File: config.mk
export PLATFORM = sky130hd
export DESIGN_NAME = if_stage
export DESIGN_NICKNAME = d
export VERILOG_FILES = /design/src/rtl/if_pkg.sv /design/src/rtl/if_stage_fetch_buffer.sv /design/src/rtl/if_stage.sv
export SDC_FILE = /design/constraint.sdc
export NUM_CORES = 1
export LEC_CHECK = 0
export CORE_MARGIN = 10
export CORE_UTILIZATION = 53
export DETAILED_ROUTE_END_ITERATION = 7
export HOLD_SLACK_MARGIN = 0.1
export PLACE_DENSITY = 0.81
export SETUP_SLACK_MARGIN = 0.1
export SLEW_MARGIN = 20
export SYNTH_ARGS = -nofsm -noshare
export SYNTH_HDL_FRONTEND = slang
export SYNTH_SLANG_ARGS = --single-unit
File: constraint.sdc
create_clock -name clk -period 2.8 [get_ports clk]
set_input_delay 0.84 -clock clk [delete_from_list [all_inputs] [get_ports clk]]
set_output_delay 0.84 -clock clk [all_outputs]
set_load 0.01 [all_outputs]
File: src/rtl/if_pkg.sv
// rtl/if_pkg.sv - shared types and constants for the instruction fetch stage
package if_pkg;

  typedef enum logic [1:0] {
    FETCH = 2'd0,
    HOLD  = 2'd1,
    DRAIN = 2'd2
  } if_state_t;

  localparam logic [31:0] NOP              = 32'h0000_0000;
  localparam logic [31:0] DEFAULT_RESET_PC = 32'hBFC0_0000;

endpackage

File: src/rtl/if_stage_fetch_buffer.sv
// rtl/if_stage_fetch_buffer.sv - one-entry instruction/pc_next holding register
module fetch_buffer
  import if_pkg::*;
(
  input  logic        clk,
  input  logic        reset,
  input  logic        load,
  input  logic        clear,
  input  logic [31:0] d_instr,
  input  logic [31:0] d_pc_next,
  output logic [31:0] q_instr,
  output logic [31:0] q_pc_next,
  output logic        q_valid
);

  // capture a fetched word while ID is stalled; clear wins over load
  always_ff @(posedge clk) begin
    if (!reset) begin
      q_instr   <= NOP;
      q_pc_next <= 32'h0;
      q_valid   <= 1'b0;
    end else if (clear) begin
      q_instr   <= NOP;
      q_pc_next <= 32'h0;
      q_valid   <= 1'b0;
    end else if (load) begin
      q_instr   <= d_instr;
      q_pc_next <= d_pc_next;
      q_valid   <= 1'b1;
    end
  end

endmodule

File: src/rtl/if_stage.sv
// rtl/if_stage.sv - fetch stage: PC, imem handshake, IF/ID register (option macro IF_ALIGN_EXC_EN)
module if_stage
  import if_pkg::*;
#(
  parameter logic [31:0] RESET_PC = DEFAULT_RESET_PC
) (
  input  logic        clk,
  input  logic        reset,
  input  logic        we,
  input  logic        flush,
  input  logic        redirect,
  input  logic [31:0] redirect_pc,
  output logic        imem_req,
  output logic [31:0] imem_addr,
  input  logic        imem_ack,
  input  logic [31:0] imem_rdata,
  output logic [31:0] instruction,
  output logic [31:0] pc_next,
`ifdef IF_ALIGN_EXC_EN
  output logic        exc_adel,
`endif
  output logic        if_valid
);

  if_state_t   state;
  logic [31:0] pc;
  logic [31:0] target;
  logic [31:0] pc_plus4;
  logic [31:0] redirect_tgt;
  logic        first_cycle;
  logic        misaligned;
  logic        req_active;
  logic        ack_ok;
  logic        buf_load;
  logic        buf_clear;
  logic        buf_valid;
  logic [31:0] buf_instr;
  logic [31:0] buf_pc_next;
  logic        out_load;
  logic [31:0] out_instr_d;
  logic [31:0] out_pc_next_d;
  logic        out_valid_d;

`ifdef IF_ALIGN_EXC_EN
  localparam logic [31:0] START_PC = RESET_PC;
  assign misaligned   = (pc[1:0] != 2'b00);
  assign redirect_tgt = redirect_pc;
  assign imem_addr    = pc;
`else
  localparam logic [31:0] START_PC = RESET_PC & 32'hFFFF_FFFC;
  assign misaligned   = 1'b0;
  assign redirect_tgt = redirect_pc & 32'hFFFF_FFFC;
  assign imem_addr    = pc & 32'hFFFF_FFFC;
`endif

  assign pc_plus4   = imem_addr + 32'd4;
  assign req_active = (state == DRAIN) || ((state == FETCH) && !misaligned);
  assign imem_req   = req_active;
  // an ack landing in the first cycle after reset belongs to a pre-reset request
  assign ack_ok     = imem_ack && req_active && !first_cycle;
  assign buf_load   = (state == FETCH) && ack_ok && !we && !redirect;
  assign buf_clear  = (state == HOLD) && (we || redirect);
  assign out_load   = flush || we;

  fetch_buffer u_fetch_buffer (
    .clk       (clk),
    .reset     (reset),
    .load      (buf_load),
    .clear     (buf_clear),
    .d_instr   (imem_rdata),
    .d_pc_next (pc_plus4),
    .q_instr   (buf_instr),
    .q_pc_next (buf_pc_next),
    .q_valid   (buf_valid)
  );

  // PC, drain target and fetch state sequencing
  always_ff @(posedge clk) begin
    if (!reset) begin
      state       <= FETCH;
      pc          <= START_PC;
      target      <= START_PC;
      first_cycle <= 1'b1;
    end else begin
      first_cycle <= 1'b0;
      case (state)
        FETCH: begin
          if (redirect) begin
            if (ack_ok || !req_active) begin
              pc <= redirect_tgt;
            end else begin
              target <= redirect_tgt;
              state  <= DRAIN;
            end
          end else if (ack_ok) begin
            pc <= pc_plus4;
            if (!we) state <= HOLD;
          end
        end
        HOLD: begin
          if (redirect) begin
            pc    <= redirect_tgt;
            state <= FETCH;
          end else if (we) begin
            state <= FETCH;
          end
        end
        DRAIN: begin
          if (redirect) target <= redirect_tgt;
          if (ack_ok) begin
            pc    <= redirect ? redirect_tgt : target;
            state <= FETCH;
          end
        end
        default: state <= FETCH;
      endcase
    end
  end

  // next IF/ID contents: flush and redirect squash, otherwise source by state
  always_comb begin
    out_instr_d   = NOP;
    out_pc_next_d = pc_next;
    out_valid_d   = 1'b0;
    if (flush) begin
      out_pc_next_d = 32'h0;
    end else if (!redirect) begin
      case (state)
        FETCH: begin
          if (misaligned) begin
            out_pc_next_d = pc_plus4;
            out_valid_d   = 1'b1;
          end else if (ack_ok) begin
            out_instr_d   = imem_rdata;
            out_pc_next_d = pc_plus4;
            out_valid_d   = 1'b1;
          end
        end
        HOLD: begin
          out_instr_d   = buf_instr;
          out_pc_next_d = buf_pc_next;
          out_valid_d   = buf_valid;
        end
        default: ;
      endcase
    end
  end

  // IF/ID output register, advanced only when ID accepts or on flush
  always_ff @(posedge clk) begin
    if (!reset) begin
      instruction <= NOP;
      pc_next     <= 32'h0;
      if_valid    <= 1'b0;
    end else if (out_load) begin
      instruction <= out_instr_d;
      pc_next     <= out_pc_next_d;
      if_valid    <= out_valid_d;
    end
  end

`ifdef IF_ALIGN_EXC_EN
  // address-error flag travels with the NOP issued for a misaligned PC
  always_ff @(posedge clk) begin
    if (!reset) begin
      exc_adel <= 1'b0;
    end else if (out_load) begin
      exc_adel <= !flush && !redirect && (state == FETCH) && misaligned;
    end
  end
`endif

endmodule

==> reports/qor.yml, run 1 <==
sta:
  finalMaxSlewViolations: 0
  period_share_pct: 92.1
  skew_ns: 0.0128
  worst_pin_slew_ns: 0.682
  period_minus_slack_ns: 2.58
  setup_violations: 0
  slew_headroom_pct: 54.1
  max_freq_mhz: 388
  setup_tns_ns: 0
  rsz0062_at_grt: "false"
  finalHoldViolCount: 0
critical_path:
  worstPathRequired_ns: 1.96
  crit_type: "register to output port"
  r2r-start: "pc[11]$_SDFFE_PN0P_"
  worst_setup_path_start_kind: "register"
  critPathArrivalTime_ns: 1.74
  crit_fanout: 5
  reg2reg_depth: 5
  crit_start: "state[0]$_SDFFE_PN0P_"
  r2r-end: "pc_next[27]$_SDFFE_PN0P_"
  worst_setup_path_end_kind: "output port"
  r2r_slack_ns: 0.45
final_layout:
  antennaDiodeCount: 0
  layout-drive-gt1-share_pct: 9.95
  final_common_cell: "nand2_1"
  finish.instance_area_um2: 11600
  nFillCells: 1312
  utilization_pct: 70.0
  final_cell_mix: "nand2_1, dfxtp_1, clkdlybuf4s50_1, a21oi_1, o21ai_0"
  syn_to_final_growth_pct: 29.6
  final_nets: 1358
yosys:
  synth-main-ff-cell: "dfxtp_1"
  synth-async-reset-ratio_pct: 0
  synthesis.area_um2: 8960
  synth_edf_count: 0
  syn_inst: 1133
  postSynthAreaPerCell_um2: 7.91
  synth.distinct_cells: 73
  yosysSeqAreaShare_pct: 42.2
  ys_warn_count: 0
  synth_seq_cells: 189
placed_design:
  dp_hpwl_um: 19200
  place_area_um2: 11000
  io_buffers: 161
  place_congestion: 0.895
hold_path:
  worstHoldEndpoint: "pc_next[23]$_SDFFE_PN0P_"
  hp-class: "register to register"
  worstHoldStart: "pc_next[23]$_SDFFE_PN0P_"
  whs_path_depth: 2
global_route:
  grt_pass1_wl_um: 42800
  overflow: 0
  grt_pass1_vias: 8190
  grt_max_degree: 64
  grt_usage_pct: 23.4
  grt_antenna_before_repair: 0
clock_tree:
  htreeDepth: 4
  clk_path_buf_depth: 2
  cts_made_buffers: 17
  clock_sinks: 189
  postCtsSetupRepairBufs: 0
  clock_latency_ns: 0.43
  cts_tree: "yes"
  clkSlewWorstSetupHoldPaths_ns: 0.07
  root_buffer: "clkbuf_16"
die:
  boundaryPins: 168
  die_w_um: 150
  rows: 47
  fp.dieH_um: 150
  core_area_um2: 16600
  dieArea_um2: 22500
  initial_core_util_pct: 54.0
routing:
  initialDrtViolationCount: 974
  drt-vias-per-instance: 5.84
  wl_per_cell_um: 17.9
  firstDrtPassIters: 5
  via_count: 8855
  drt_wl_total_um: 27200
  drc: 0
  ant_nets: 0
pwr:
  power_density_nw_per_um2: 607
  vdd_drop_max_uv: 456
  p_leak_nw: 4.16
run_status:
  outcome: "finished, final reports clean"
flow_run:
  max_cap_violations: 0
## final cells by class
cell class	instances	area, um2	area share, %
multi-input cells	832	4720	40.6
flip-flops and latches	189	3790	32.6
repair buffers	229	2180	18.8
clock buffers	18	429	3.69
well taps	220	275	2.37
clock inverters	14	176	1.52
inverters	14	52.6	0.452
## cells by family after synthesis
family	count (synthesis)	synth area share, %
other	1	0.0419
flip-flops	189	42.2
multiplexers	11	1.24
buffers and inverters	115	5.40
AO/OA/AOI/OAI	354	25.8
AND/OR/NAND/NOR	437	22.6
adder cells (fa/ha/maj)	5	0.698
XOR/XNOR	21	2.05
## per-stage QoR
stage | instances | power [mW] | hold slack (ns) | worst slack, ns
after CTS | 1516 | 7.04 | 0.445 | 0.148
after detailed placement | 1484 | 4.58 | 0.436 | -0.0954
after global placement | 1484 | 4.55 | 0.426 | -0.0484
final | 1516 | 7.06 | 0.442 | 0.222
after floorplan | 1136 | 3.89 | 0.431 | 0.382
after global routing | 1516 | 7.33 | 0.466 | 0.149
## where the power goes
part	total, mW	switching (mW)	leakage (nW)	internal [mW]
sequential	3.03	0.181	1.54	2.84
combinational	1.53	0.855	2.33	0.679
clock	2.50	1.14	0.292	1.36
total	7.06	2.18	4.16	4.88
## synth_stat cells (6+ instances only)
master,instances,area [um2]
clkbuf_1,77,289
nand2b_1,10,62.6
dfxtp_1,189,3780
nand4_1,8,50.1
inv_1,14,52.6
and2_1,33,206
o31a_1,6,52.6
a22oi_1,43,323
xor2_1,8,70.1
buf_2,14,70.1
a22o_1,14,123
nor2_1,68,255
o31ai_1,6,45.0
o211a_1,6,60.1
nor4_1,14,87.6
mux2i_1,10,100
o21a_1,7,52.6
a32oi_1,8,70.1
nand2_1,228,856
o21ai_0,78,390
nor3_1,21,105
a221oi_1,7,61.3
xnor2_1,13,114
a21oi_1,108,541
nand3_1,18,90.1
a211oi_1,25,188
## metal layers
| layer | vias to the layer above | track usage, % | part of all wire (%) |
|---|---|---|---|
| met5 | - | 0 | 0 |
| met3 | 32 | 6.40 | 8.8 |
| met2 | 363 | 36.6 | 46 |
| met4 | 0 | 6.32 | 1.4 |
| met1 | 4146 | 31.0 | 44 |
| li1 | 4314 | - | - |
## worst max-delay path by stage
stage                                           to  depth (start not counted)  slack [ns]
final                                     imem_req                          4        0.22
after global routing                      imem_req                          4        0.15
after CTS                                 imem_req                          4        0.15
after detailed placement  pc_next[30]$_SDFFE_PN0P_                          7        -0.1
after global placement         pc[22]$_SDFFE_PN1P_                          7       -0.05
after floorplan           pc_next[23]$_SDFFE_PN0P_                          8        0.38
## registers in the layout, indices dropped and copies added (netlist names)
| register | flops |
|---|---|
| pc_next | 30 |
| u_fetch_buffer.q_pc_next | 30 |
| target | 30 |
| if_valid | 1 |
| state | 2 |
| first_cycle | 1 |
| pc | 30 |
| instruction | 32 |
| u_fetch_buffer.q_valid | 1 |
| u_fetch_buffer.q_instr | 32 |
## critical path, cell delays in order, from the launching register on
cell	delay [ns]
dfxtp_2	0.37
inv_1	0.08
ha_1	0.21
or2_1	0.32
dlygate4sd2_1	0.32
## repair_timing
item | CTS | global route
hold buffers | 0 | 0
gates resized for setup | 1 | 2
endpoints found under the setup margin | 1 | 1
Note: power is estimated with default switching activity, not from simulation.
==> run 2: changes to the inputs <==
- CORE_MARGIN: 10 -> 1.5
- CORE_UTILIZATION: 53 -> 36
- PLACE_DENSITY: 0.81 -> not set
==> reports/qor.yml, run 2 (synthesis results as in run 1) <==
placed_design:
  post-place-cells: 1601  # +7.9%
  place_ws_ns: -0.122  # -0.0267 ns
  io_buffers: 161  # unchanged
  place_congestion: 0.883  # -1.3%
  dp_hpwl_um: 19200  # -0.17%
run_status:
  outcome: "finished, final reports clean"
routing:
  wl_per_cell_um: 16.7  # -7.0%
  drc: 0  # unchanged
  via_count: 8664  # -2.2%
  initialDrtViolationCount: 682  # -30%
  drt-vias-per-instance: 5.31  # -9.2%
  ant_nets: 0  # unchanged
  firstDrtPassIters: 5  # unchanged
  drt_wl_total_um: 27200  # +0.13%
global_route:
  overflow: 0  # unchanged
  grt_antenna_before_repair: 0  # unchanged
  grt_usage_pct: 20.9  # -2.5 points
  grt_max_degree: 75  # +17%
  grt_pass1_wl_um: 43100  # +0.69%
  grt_pass1_vias: 7776  # -5.1%
critical_path:
  path_delay_family: "buffers and inverters"
  critPathArrivalTime_ns: 1.77  # +0.03 ns
  path_buf_inv: 2  # unchanged
  worst-path-stages: 4  # unchanged
  crit_chain: "inv_1, ha_1, or2_1, dlygate4sd2_1"
  crit_fanout: 5  # unchanged
  critical-path-slowest-cell: "dfxtp_2"
  worst_setup_path_end_kind: "output port"
  worst_setup_path_start_kind: "register"
  worstPathRequired_ns: 1.96  # about the same
  crit_type: "register to output port"
  slowest_delay_ns: 0.40  # +0.03 ns
  reg2reg_depth: 8  # +3
clock_tree:
  clk_path_buf_depth: 2  # unchanged
  hold_buffers: 0  # unchanged
  root_buffer: "clkbuf_16"
  cts_tree: "yes"
  postCtsSetupRepairBufs: 0  # unchanged
  clock_latency_ns: 0.44  # about the same
  clkSlewWorstSetupHoldPaths_ns: 0.08  # about the same
  clock_sinks: 189  # unchanged
  cts_made_buffers: 17  # unchanged
  htreeDepth: 4  # unchanged
flow_run:
  max_cap_violations: 0  # unchanged
final_layout:
  syn_to_final_growth_pct: 33.4
  utilization_pct: 49.0  # -21 points
  layout-drive-gt1-share_pct: 10.9  # +0.97 points
  final_cell_mix: "nand2_1, dfxtp_1, clkdlybuf4s50_1, a21oi_1, o21ai_0"
  nFillCells: 2391  # +82%
  fin_cells: 1633  # +7.7%
  reg_top3: "instruction (32), u_fetch_buffer.q_instr (32)"
  final_common_cell: "nand2_1"
  final_nets: 1371  # +0.96%
  antennaDiodeCount: 0  # unchanged
sta:
  setup_tns_ns: 0  # unchanged
  worst_pin_slew_ns: 0.601  # -0.0816 ns
  slew_headroom_pct: 59.6  # +5.5 points
  finalHoldViolCount: 0  # unchanged
  rsz0062_at_grt: "false"
  fin_ws_ns: 0.191  # -0.0307 ns
  finalMaxSlewViolations: 0  # unchanged
  hold_ws_ns: 0.441  # -0.000826 ns
  period_minus_slack_ns: 2.61  # +0.0307 ns
  period_share_pct: 93.2  # +1.1 points
  skew_ns: 0.0121  # -0.000698 ns
  max_freq_mhz: 383  # -1.2%
  setup_violations: 0  # unchanged
die:
  fp.dieH_um: 161  # +7.2%
  rows: 57  # +21%
  initial_core_util_pct: 36.7  # -17 points
  boundaryPins: 168  # unchanged
  core_area_um2: 24400  # +47%
  dieArea_um2: 25800  # +15%
  die_w_um: 161  # +7.2%
pwr:
  power_density_nw_per_um2: 604  # -0.62%
  vdd_drop_max_uv: 358  # -22%
  p_leak_nw: 4.27  # +2.5%
hold_path:
  whs_path_depth: 2  # unchanged
  hp-class: "register to register"
==> run 2: cell count changes in the layout (fill, tap and decap cells not counted), moves of 2 or more <==
cell        delta
clkinv_8       +4
clkinvlp_4     -2
buf_4          +8
buf_12         +5
bufinv_16      -2
inv_12         +5
==> run 2: cell type report <==
cell class                      instances  area, um2  area share, %
Clock inverter                         15        214           1.79
Clock buffer                           17        425           3.56
Inverter                               14       52.6          0.440
Timing Repair Buffer                  242       2340           19.6
Tap cell                              324        405           3.39
Multi-Input combinational cell        832       4730           39.6
Sequential cell                       189       3790           31.7
==> run 2: stage by stage <==
| step | power (mW) | instance area, um2 |
|---|---|---|
| after CTS | 7.26 | 11900 |
| after floorplan | 3.89 | 8970 |
| final | 7.21 | 12000 |
| after global placement | 4.67 | 11300 |
| after global routing | 7.54 | 12000 |
| after detailed placement | 4.68 | 11300 |
==> run 2: path summary, 6_finish.rpt <==
kind	startpoint	end	slack, ns
max reg2reg	state[0]$_SDFFE_PN0P_	pc[11]$_SDFFE_PN0P_	0.38
max	state[0]$_SDFFE_PN0P_	imem_req	0.19
min reg2reg	pc_next[28]$_SDFFE_PN0P_	pc_next[28]$_SDFFE_PN0P_	0.44
min	pc_next[28]$_SDFFE_PN0P_	pc_next[28]$_SDFFE_PN0P_	0.44
==> run 2: worst register-to-register path, cell delays in order, from the launching register on <==
cell and delay (ns):
dfxtp_2 0.40, inv_1 0.08, ha_1 0.20, or2_1 0.33
a221o_1 0.45, a221oi_1 0.44, buf_4 0.20, a21oi_1 0.06
o21a_1 0.16
==> run 2: per-layer routing <==
layer,vias to the layer above,GRT usage [%],routed length [um]
met5,-,0,0
met4,0,5.39,316
met3,18,2.94,1370
met2,237,31.6,12100
met1,4059,30.9,13400
li1,4350,-,-
==> run 2: timing repair <==
action	in CTS	in global routing
setup endpoints to repair	1	1
pin swaps	0	0
gates resized for setup	2	1
==> run 2: report_power, final <==
group,internal (mW),switching [mW]
registers,2.84,0.186
clock network,1.26,1.32
logic,0.734,0.870
total,4.84,2.38
